--- src/rtl/pps_pkg.sv ---
// Shared PPS definitions: phase-detector FSM states and the default timing constants
// used by both the phase detector and the local divider.
package pps_pkg;

  localparam int PPS_PULSE        = 10_000_000;
  localparam int PPS_WINDOW       = 10_000;
  localparam int PPS_RESET_THRESH = 100;
  localparam int PPS_LOCK_THRESH  = 10;
  localparam int PPS_LOCK_COUNT   = 4;
  localparam int PPS_LOST_TIMEOUT = 12_000_000;

  typedef enum logic [1:0] {
    IDLE,
    GPS_FIRST,
    LOC_FIRST
  } pps_state_t;

  // Magnitude on 17 bits so that -32768 does not wrap back to itself.
  function automatic logic [16:0] abs17(input logic signed [15:0] v);
    logic signed [16:0] w;
    w = {v[15], v};
    return w[16] ? 17'(-w) : 17'(w);
  endfunction

endpackage

--- src/rtl/pps_edge_sync.sv ---
// Two-flop synchroniser followed by a rising-edge detector; used for both PPS inputs
// so that the GPS and local edge strobes see identical latency.
module pps_edge_sync (
  input  logic CLK_SYS,
  input  logic CLK_RST,
  input  logic i_pulse,
  output logic o_rise
);

  logic [1:0] r_sync;
  logic       r_prev;

  always_ff @(posedge CLK_SYS or negedge CLK_RST) begin
    if (!CLK_RST) begin
      r_sync <= '0;
      r_prev <= 1'b0;
    end else begin
      r_sync <= {r_sync[0], i_pulse};
      r_prev <= r_sync[1];
    end
  end

  assign o_rise = r_sync[1] & ~r_prev;

endmodule

--- src/rtl/pps_phase_det.sv ---
// Measures local-minus-GPS PPS phase in CLK_SYS cycles, orders divider resyncs on large
// errors, and tracks lock and GPS loss.
module pps_phase_det
  import pps_pkg::*;
#(
  parameter int PULSE        = PPS_PULSE,
  parameter int WINDOW       = PPS_WINDOW,
  parameter int RESET_THRESH = PPS_RESET_THRESH,
  parameter int LOCK_THRESH  = PPS_LOCK_THRESH,
  parameter int LOCK_COUNT   = PPS_LOCK_COUNT,
  parameter int LOST_TIMEOUT = PPS_LOST_TIMEOUT
) (
  input  logic               CLK_SYS,
  input  logic               CLK_RST,
  input  logic               _1PPS_GPS,
  input  logic               _1PPS_Local,
  output logic signed [15:0] PHASE_ERR,
  output logic               PHASE_VALID,
  output logic               DIV_RESET,
  output logic               LOCKED,
  output logic               GPS_LOST
);

  // A window wider than one PPS period could never close, so clamp it below PULSE.
  localparam int          CNT_MAX = (WINDOW < PULSE) ? WINDOW : PULSE - 1;
  localparam logic [15:0] CNT_LIM = 16'(CNT_MAX);
  localparam logic [23:0] TO_LIM  = 24'(LOST_TIMEOUT);
  localparam logic [3:0]  RUN_LIM = 4'(LOCK_COUNT);
  localparam logic [16:0] RST_TH  = 17'(RESET_THRESH);
  localparam logic [16:0] LCK_TH  = 17'(LOCK_THRESH);

  logic [1:0] w_pins;
  logic [1:0] w_edges;
  logic       w_gps_edge;
  logic       w_loc_edge;

  assign w_pins = {_1PPS_Local, _1PPS_GPS};

  generate
    for (genvar gi = 0; gi < 2; gi++) begin : g_sync
      pps_edge_sync u_sync (
        .CLK_SYS (CLK_SYS),
        .CLK_RST (CLK_RST),
        .i_pulse (w_pins[gi]),
        .o_rise  (w_edges[gi])
      );
    end
  endgenerate

  assign w_gps_edge = w_edges[0];
  assign w_loc_edge = w_edges[1];

  pps_state_t         r_state, w_state_next;
  logic [15:0]        r_cnt, w_cnt_next;
  logic               w_res_valid;
  logic               w_overrange;
  logic signed [15:0] w_err;
  logic [16:0]        w_err_abs;
  logic [23:0]        r_to_cnt, w_to_cnt_next;
  logic               w_lost_next;
  logic [3:0]         r_run, w_run_next;
  logic               w_div_next;

  always_ff @(posedge CLK_SYS or negedge CLK_RST) begin
    if (!CLK_RST) begin
      r_state <= IDLE;
      r_cnt   <= '0;
    end else begin
      r_state <= w_state_next;
      r_cnt   <= w_cnt_next;
    end
  end

  always_comb begin
    w_state_next = r_state;
    w_cnt_next   = r_cnt;
    w_res_valid  = 1'b0;
    w_overrange  = 1'b0;
    w_err        = '0;
    if (GPS_LOST) begin
      w_state_next = IDLE;
      w_cnt_next   = '0;
    end else begin
      unique case (r_state)
        IDLE: begin
          if (w_gps_edge && w_loc_edge) begin
            w_res_valid = 1'b1;
          end else if (w_gps_edge) begin
            w_state_next = GPS_FIRST;
            w_cnt_next   = 16'd1;
          end else if (w_loc_edge) begin
            w_state_next = LOC_FIRST;
            w_cnt_next   = 16'd1;
          end
        end
        GPS_FIRST: begin
          if (w_loc_edge) begin
            w_res_valid  = 1'b1;
            w_err        = $signed(r_cnt);
            w_state_next = IDLE;
            w_cnt_next   = '0;
          end else if (w_gps_edge) begin
            w_cnt_next = 16'd1;
          end else if (r_cnt >= CNT_LIM) begin
            w_res_valid  = 1'b1;
            w_overrange  = 1'b1;
            w_err        = $signed(CNT_LIM);
            w_state_next = IDLE;
            w_cnt_next   = '0;
          end else begin
            w_cnt_next = r_cnt + 16'd1;
          end
        end
        LOC_FIRST: begin
          if (w_gps_edge) begin
            w_res_valid  = 1'b1;
            w_err        = -$signed(r_cnt);
            w_state_next = IDLE;
            w_cnt_next   = '0;
          end else if (w_loc_edge) begin
            w_cnt_next = 16'd1;
          end else if (r_cnt >= CNT_LIM) begin
            w_res_valid  = 1'b1;
            w_overrange  = 1'b1;
            w_err        = -$signed(CNT_LIM);
            w_state_next = IDLE;
            w_cnt_next   = '0;
          end else begin
            w_cnt_next = r_cnt + 16'd1;
          end
        end
        default: begin
          w_state_next = IDLE;
          w_cnt_next   = '0;
        end
      endcase
    end
  end

  assign w_err_abs = abs17(w_err);

  always_comb begin
    w_to_cnt_next = r_to_cnt;
    if (w_gps_edge) begin
      w_to_cnt_next = '0;
    end else if (r_to_cnt != TO_LIM) begin
      w_to_cnt_next = r_to_cnt + 24'd1;
    end
  end

  assign w_lost_next = (w_to_cnt_next == TO_LIM);
  assign w_div_next  = w_res_valid && !w_lost_next && (w_overrange || (w_err_abs > RST_TH));

  // Any disqualifying event drops the run counter in the same cycle the result appears.
  always_comb begin
    w_run_next = r_run;
    if (w_lost_next) begin
      w_run_next = '0;
    end else if (w_res_valid) begin
      if (w_div_next || (w_err_abs > LCK_TH)) begin
        w_run_next = '0;
      end else if (r_run != RUN_LIM) begin
        w_run_next = r_run + 4'd1;
      end
    end
  end

  always_ff @(posedge CLK_SYS or negedge CLK_RST) begin
    if (!CLK_RST) begin
      r_to_cnt    <= '0;
      r_run       <= '0;
      PHASE_ERR   <= '0;
      PHASE_VALID <= 1'b0;
      DIV_RESET   <= 1'b0;
      LOCKED      <= 1'b0;
      GPS_LOST    <= 1'b0;
    end else begin
      r_to_cnt    <= w_to_cnt_next;
      r_run       <= w_run_next;
      PHASE_VALID <= w_res_valid;
      DIV_RESET   <= w_div_next;
      LOCKED      <= (w_run_next == RUN_LIM);
      GPS_LOST    <= w_lost_next;
      if (w_res_valid) begin
        PHASE_ERR <= w_err;
      end
    end
  end

endmodule

--- config.mk ---
export PLATFORM = sky130hd
export DESIGN_NAME = pps_phase_det
export DESIGN_NICKNAME = d
export VERILOG_FILES = /design/src/rtl/pps_pkg.sv /design/src/rtl/pps_edge_sync.sv /design/src/rtl/pps_phase_det.sv
export SDC_FILE = /design/constraint.sdc
export NUM_CORES = 1
export LEC_CHECK = 0
export ABC_AREA = 1
export BUFFER_PORTS_ARGS = -buffer_cell sky130_fd_sc_hd__buf_2
export CORE_MARGIN = 2
export CORE_UTILIZATION = 34
export CTS_BUF_LIST = sky130_fd_sc_hd__clkbuf_8
export DETAILED_ROUTE_END_ITERATION = 8
export SLEW_MARGIN = 20
export SYNTH_ARGS = -nofsm -noshare
export SYNTH_HDL_FRONTEND = slang
export SYNTH_SLANG_ARGS = --single-unit
--- constraint.sdc ---
create_clock -name CLK_SYS -period 3.85 [get_ports CLK_SYS]
set_clock_uncertainty 0.05 [all_clocks]
set_input_delay 0 -clock CLK_SYS [delete_from_list [all_inputs] [get_ports CLK_SYS]]
set_output_delay 0 -clock CLK_SYS [all_outputs]
set_load 0.005 [all_outputs]
==> metrics.md, run 1 <==
| Metric | Value |
|---|---|
| Initial antenna violation count | `0` |
| Top cell type's share of synthesized area | `0.339` |
| Fmax achieved | `0.313 GHz` |
| Setup slack, reg-to-reg | `660 ps` |
| Netlist cell types | `48` |
| Routability Congestion | `0.899` |
| Pwr Density | `just over 500 nW/µm²` |
| Vias | `between 5,000 and 6,000` |
| Hold path depth | `2` |
| Dpl cells | `about 1,000` |
| WP data arrival | `between 3000 and 4000 ps` |
| Critical path endpoint category | `flop` |
| CP delay by family, top | `simple AND/OR/NAND/NOR gates` |
| Most common flop cell mapped by yosys | `dfrtp_1` |
| Clk pwr share | `0.221` |
| TritonCTS buffer count | `9` |
| TNS Setup | `0 ps` |
| Largest net degree at the start of global routing | `73` |
| RSZ-0062 raised after global routing | `no` |
| First-pass GRT wire length | `between 20 and 25 mm` |
| HPWL Detailed | `10.4 mm` |
| GRT Max-Usage Layer | `met2` |
| Switching Fraction | `0.435` |
| Slew HR | `0.401` |
| Commonest cells after routing, fill and taps aside | `202 x nand2_1, 100 x inv_1, 89 x nor2_1` |
| CTS clk-pin slew, worst paths | `~80 ps` |
| Final Non-Filler Cells | `about 1,000` |
| ANT cells | `0` |
| Area contributors post-synth | `dfrtp_1 34%, nand2_1 14%, inv_1 7.0%, nand3_1 7.0%, nor2_1 6.3%` |
| Cell depth of the worst setup path | `23` |
| Hold Crit Start | `_1PPS_Local` |
| Largest stage delay on the critical path | `380 ps` |
| Clk buf depth | `2` |
| Seq/Total Area, Yosys | `0.339` |
| Via/cell ratio | `around 4.8` |
| Number of H-tree levels | `3` |
| Tot Pwr | `roughly 3100 µW` |
| FP Rows | `45` |
| Final setup margin | `~660 ps` |
| Routed WL | `about 13 mm` |
| GRT Util Overall | `0.174` |
| Final setup viols | `0` |
| Post-CTS Setup Bufs | `0` |
| WL/cell | `13.0 µm` |
| Maximum VDD drop | `~0.3 mV` |
| Chip Width | `between 100 and 150 µm` |
| Routing usage on met2 | `0.275` |
| Initial Util | `0.348` |
| Worst-Margin Slew | `between 800 and 900 ps` |
| Critical path cell sequence | `inv_1 -> ha_1 -> nand2_1 -> inv_1 -> buf_4 -> nand2_1 -> inv_2 -> nand3_1 -> inv_1 -> nor2_2 -> nand3_1 -> nor2_1 -> nand3_1 -> nand2_1 -> nand3_1 -> nand2_1 -> nand3_1 -> nor2_1 -> inv_1 -> nor2_2 -> nand3_1 -> a21oi_2 -> nor2_1` |
| Max cap viols | `0` |
| R2r endpoint | `LOCKED$_DFF_PN0_` |
| Syn Nets | `803` |
| Syn Std Cell Area | `5320 µm²` |
| Die area | `between 15,000 and 20,000 µm²` |
| Synth Instances | `788` |
| Port-buffer cells | `23` |
| Layout cell share with drive strength beyond 1 | `0.142` |
| Most common cell after layout, fill and taps aside | `nand2_1` |
| Max FO, Critical Path | `21` |
| Total congestion overflow | `0` |
| Met1 layer usage reported by global route | `0.239` |
| Crit share post-route | `0.830` |
| Status | `finished, final reports clean` |
| Worst Path Buf+Inv | `6` |
| Root buffer cell | `clkbuf_8` |
| Post-synth EDFFs | `0` |
| Num Clock Sinks | `between 70 and 80` |
| Detailed Routing Iterations Pass 1 | `7` |
| Combinational share of power | `0.469` |
| Syn Area/Cell | `6.75 µm²` |
| CTS tree | `built` |
| CP Class | `flop to flop` |
| CP dominant cell by count | `nand3_1` |
| Pleak | `a little over 0.003 µW` |
| Vias in the first global route | `around 4,800` |
| Iter 0 DRT Violations | `between 400 and 500` |
| Final hold vios | `0` |
| Cell taking the most area after synthesis | `dfrtp_1` |
| Area growth syn-to-layout | `11.0%` |
| Die Y | `approximately 130 µm` |
| Synth async-reset ratio | `1.00` |
| Placed inst area | `~5600 µm²` |
| Hold Path Sink | `g_sync[1].u_sync.r_sync[0]$_DFF_PN0_` |
| Number of top-level pins | `24` |
| Synthesis Warnings | `0` |
| Int Power | `1730 µW` |
| Sequential power share | `0.309` |
| Critical Path Start Type | `flop` |
| Fin nets | `832` |
| Pins Over Slew Limit | `0` |
| Post-CTS sizing | `0` |
| Yosys reg bits | `72` |
| Worst setup startpoint | `r_state[0]$_DFFE_PN0P_` |
| Worst-skew pair later-pin latency | `between 300 and 400 ps` |
| Met3 Resource Use GR | `0.0318` |
| Hold/Removal Path Class | `primary input to flop` |
| CTS Hold Bufs | `3` |
| Crit Reg-Reg Startpoint | `r_state[0]$_DFFE_PN0P_` |
| Worst EP required | `a little over 4000 ps` |
| Min Tclk post-route | `around 3200 ps` |
| Reg2reg path depth | `23` |
| DRC | `0` |
| Post-route ant nets | `0` |
| Post-route cell area | `~6000 µm²` |
| Core Footprint | `around 15,000 µm²` |
| Worst path slowest cell | `dfrtp_1` |
| Place WS | `between 600 and 700 ps` |
| P_sw | `~1300 µW` |
==> synthesized netlist by cell type (6+ instances only) <==
cell type  instances
nor4_1             8
nand2_4            6
nor3_1            24
nor2_1            89
nand2_2           24
a21oi_1           23
clkbuf_1           7
inv_2             11
nand3_1           74
nand2_1          202
o21ai_0           39
xor2_1            10
inv_1             99
nand3_2            7
nor2_2            13
dfrtp_1           72
nand4_1           16
ha_1              11
==> flip-flops by register name, indices dropped and copies added (netlist names) <==
register              count
DIV_RESET                 1
r_to_cnt                 24
LOCKED                    1
g_sync.u_sync.r_prev      2
PHASE_VALID               1
r_run                     4
g_sync.u_sync.r_sync      4
r_cnt                    16
r_state                   2
PHASE_ERR                16
GPS_LOST                  1
==> through the flow <==
| stage | hold WS (ps) | utilization |
|---|---|---|
| finish | 214 | 0.387 |
| global route | 207 | 0.387 |
| CTS | 188 | 0.387 |
| detailed placement | 63.8 | 0.370 |
| global placement | 59.3 | 0.370 |
| floorplan | -346 | - |
==> power by group through the flow <==
| stage | sequential (µW) | combinational, µW | clock [µW] |
|---|---|---|---|
| floorplan | 948 | 1100 | 0 |
| global placement | 959 | 1440 | 0 |
| detailed placement | 963 | 1430 | 0 |
| CTS | 947 | 1440 | 702 |
| global route | 962 | 1660 | 728 |
| finish | 946 | 1440 | 677 |
==> kinds of logic (layout without fill, tap and decap cells) <==
| kind of cell | after synthesis | count (layout) | share of synthesized area |
|---|---|---|---|
| compound gates | 84 | 84 | 0.0883 |
| xor+xnor | 12 | 12 | 0.0198 |
| fa+ha+maj | 11 | 11 | 0.0259 |
| buf+inv | 126 | 160 | 0.0975 |
| flops | 72 | 72 | 0.339 |
| simple gates | 483 | 483 | 0.430 |
==> per-layer routing <==
layer  vias to the layer above  wire, µm
met4                         0       201
met3                        16       693
met2                       134      5980
li1                       2590         -
met1                      2266      6520
met5                         -         0
==> cell type report <==
cell class / count / area, µm²
Clock buffer: 10 / 138
Clock inverter: 6 / 83.8
Fill cell: 1617 / 9360
Inverter: 112 / 425
Multi-Input combinational cell: 590 / 3000
Sequential cell: 72 / 1800
Tap cell: 211 / 264
Timing Repair Buffer: 32 / 193
==> worst max-delay path by stage <==
stage / end / slack, ps
floorplan: LOCKED$_DFF_PN0_ / 1160
global placement: LOCKED$_DFF_PN0_ / 700
detailed placement: LOCKED$_DFF_PN0_ / 610
CTS: LOCKED$_DFF_PN0_ / 600
global route: LOCKED$_DFF_PN0_ / 110
finish: LOCKED$_DFF_PN0_ / 660
Note: power is estimated with default switching activity, not from simulation.
==> inputs of run 2 (changes only) <==
--- a/config.mk
+++ b/config.mk
@@ -5,7 +5,7 @@
 export SDC_FILE = /design/constraint.sdc
 export NUM_CORES = 1
 export LEC_CHECK = 0
-export ABC_AREA = 1
+export ABC_AREA = 0
 export BUFFER_PORTS_ARGS = -buffer_cell sky130_fd_sc_hd__buf_2
 export CORE_MARGIN = 2
 export CORE_UTILIZATION = 34
==> constraint.sdc (replaced) <==
create_clock -name CLK_SYS -period 3.3 [get_ports CLK_SYS]
set_clock_uncertainty 0.05 [all_clocks]
set_input_delay 0 -clock CLK_SYS [delete_from_list [all_inputs] [get_ports CLK_SYS]]
set_output_delay 0 -clock CLK_SYS [all_outputs]
set_load 0.005 [all_outputs]
==> metrics.md, run 2 <==
| Metric | Value |
|---|---|
| Post-synthesis mux area share | `0.0102` |
| Maximum VDD drop | `between 0.2 and 0.3 mV` |
| Worst setup startpoint | `r_cnt[7]$_DFFE_PN0P_` |
| Pins Over Slew Limit | `0` |
| Synth Area in Compound Gates | `0.171` |
| Final Non-Filler Cells | `between 800 and 900` |
| Syn Area/Cell | `between 8 and 9 µm²` |
| Iter 0 DRT Violations | `about 450` |
| Routability Congestion | `0.872` |
| Commonest cells after routing, fill and taps aside | `75 x buf_4, 68 x dfrtp_1, 68 x nor2_1` |
| Synthesis Warnings | `0` |
| Num Clock Sinks | `72` |
| Crit Reg-Reg Startpoint | `r_cnt[7]$_DFFE_PN0P_` |
| Area contributors post-synth | `dfrtp_1 35%, nor2_1 5.0%, nand2_1 4.5%, xnor2_1 3.6%, o21ai_0 2.9%` |
| CTS tree | `built` |
| Die area | `roughly 16,000 µm²` |
| Critical path endpoint category | `flop` |
| Post-layout util | `0.426` |
| ANT cells | `0` |
| TritonCTS buffer count | `9` |
| Vias | `4,675` |
| Largest family of logic cells by synthesized area | `simple AND/OR/NAND/NOR gates` |
| Synth async-reset ratio | `1.00` |
| Top cell type's share of synthesized area | `0.351` |
| Initial Util | `0.351` |
| Max FO, Critical Path | `6` |
| Detailed Routing Iterations Pass 1 | `5` |
| Dpl cells | `just over 800` |
| Hold/Removal Path Class | `primary input to flop` |
| CTS clk-pin slew, worst paths | `about 80 ps` |
| CP Class | `flop to flop` |
| Max reg flops | `24` |
| Final setup viols | `0` |
| Layout cell share with drive strength beyond 1 | `0.281` |
| GRT Util Overall | `0.170` |
| Netlist cell types | `90` |
| Number of top-level pins | `24` |
| Syn Nets | `about 600` |
| Post-synthesis simple-gate area fraction | `0.319` |
| Critical path cell sequence | `nor4_4 -> o211ai_4 -> buf_4 -> a32oi_1 -> nand2_2 -> and2_1 -> xnor2_1 -> nor2_1 -> or4_1 -> a21oi_2 -> nand4_1 -> nor3b_2` |
| Core Footprint | `about 15,000 µm²` |
| Post-synthesis adder-cell area fraction | `0.0288` |
| Yosys reg bits | `72` |
| Pwr Density | `530 nW/µm²` |
| Most common cell in the netlist | `dfrtp_1` |
| Worst path slowest cell | `or4_1` |
| Final hold vios | `0` |
| Crit share post-route | `0.987` |
| Most common cell after layout, fill and taps aside | `buf_4` |
| Number of H-tree levels | `3` |
| Hold Crit Start | `_1PPS_GPS` |
| DRC | `0` |
| RSZ-0062 raised after global routing | `yes` |
| Min Tclk post-route | `~3300 ps` |
| Critical Path Start Type | `flop` |
| Syn Std Cell Area | `roughly 5100 µm²` |
| Status | `finished, final reports clean` |
| Seq/Total Area, Yosys | `0.351` |
| Worst-Margin Slew | `approximately 930 ps` |
| Cell taking the most area after synthesis | `dfrtp_1` |
| Post-Synth XOR/XNOR Area | `0.0631` |
| Clk buf depth | `2` |
| Max cap viols | `0` |
| HPWL Detailed | `a little under 10 mm` |
| Place WS | `-47.5 ps` |
| First-pass GRT wire length | `between 20 and 25 mm` |
| Area growth syn-to-layout | `21.5%` |
| FP Rows | `44` |
| WP data arrival | `~3500 ps` |
| Most frequent cells after synthesis | `72 x dfrtp_1, 68 x nor2_1, 61 x nand2_1, 30 x o21ai_0, 22 x nand3_1` |
| Synth Instances | `587` |
| Port-buffer cells | `23` |
| Worst-skew pair later-pin latency | `around 360 ps` |
| Worst EP required | `3500 ps` |
| Largest stage delay on the critical path | `530 ps` |
| Via/cell ratio | `5.47` |
| Root buffer cell | `clkbuf_8` |
| Fmax achieved | `0.307 GHz` |
| Pleak | `~0.0027 µW` |
| Initial antenna violation count | `0` |
| Total congestion overflow | `0` |
| Post-synth EDFFs | `0` |
| Slew HR | `0.382` |
| Final setup margin | `roughly 44 ps` |
| WL/cell | `15.5 µm` |
| Post-route ant nets | `0` |
| Largest reg by FF count | `r_to_cnt` |
| Routed WL | `around 13 mm` |
| Largest net degree at the start of global routing | `73` |
| Fin nets | `680` |
| Vias in the first global route | `roughly 4,500` |
| Top flop regs | `r_to_cnt (24), PHASE_ERR (16), r_cnt (16)` |
| Chip Width | `about 130 µm` |
| Most common flop cell mapped by yosys | `dfrtp_1` |
| Die Y | `roughly 130 µm` |
## run 2: worst paths after layout
kind                                                              to  slack, ps  depth (start not counted)
worst max-delay path                                LOCKED$_DFF_PN0_         40                         12
worst min register to register  g_sync[1].u_sync.r_sync[1]$_DFF_PN0_        300                          0
worst max register to register                      LOCKED$_DFF_PN0_         40                         12
max in group asynchronous                       r_cnt[7]$_DFFE_PN0P_       2280                          2
worst min-delay path            g_sync[0].u_sync.r_sync[0]$_DFF_PN0_        240                          2
min in group asynchronous                      r_to_cnt[6]$_DFF_PN0_        260                          2
## run 2: logic make-up after synthesis
logic type / count (synthesis)
adders and majority gates: 12
buffers and inverters: 49
AOI/OAI and AO/OA: 126
muxes: 5
and+or+nand+nor: 286
DFF: 72
xor gates and xnor gates: 37
## run 2: through the flow
| step | total power [µW] | cell area (µm²) | setup TNS, ps | hold WS [ps] |
|---|---|---|---|---|
| final | 3310 | 6240 | 0 | 236 |
| after global routing | 3540 | 6240 | -533 | 221 |
| after CTS | 3260 | 6110 | -7.51 | 218 |
| after detailed placement | 2400 | 5770 | -190 | 65.9 |
| after global placement | 2380 | 5770 | -22.4 | 70.1 |
| after floorplan | 1960 | 5130 | 0 | -346 |
## run 2: what timing repair did
item | CTS | global route
resized for setup | 15 | 27
endpoints found under the hold margin | 74 | 0
pin swaps | 3 | 14
setup endpoints to repair | 6 | 6
buffers inserted | 2 | 4
hold buffers | 3 | 0
## run 2: layer usage
layer	up-vias	share of wire	track usage
met5	-	0	0
met3	21	0.033	0.0240
met1	2236	0.48	0.236
li1	2294	-	-
met4	0	0.019	0.0666
met2	124	0.46	0.268
## run 2: final cells by class
cell class	instances	area (µm²)
Inverter	15	56.3
Tap cell	184	230
Multi-Input combinational cell	466	3200
Fill cell	1440	8400
Clock buffer	11	151
Sequential cell	72	1810
Clock inverter	5	78.8
Timing Repair Buffer	101	714
## run 2: power breakdown
group          switching [µW]  internal (µW)  total (µW)
registers                92.2            977        1070
logic                     815            616        1430
clock network             339            466         805
## run 2: critical path, delay by kind of cell, from the launching register on
kind	cells	cell delay (ps)
compound gates	3	750
xor+xnor	1	130
buf+inv	1	190
flops	1	440
simple gates	7	1590
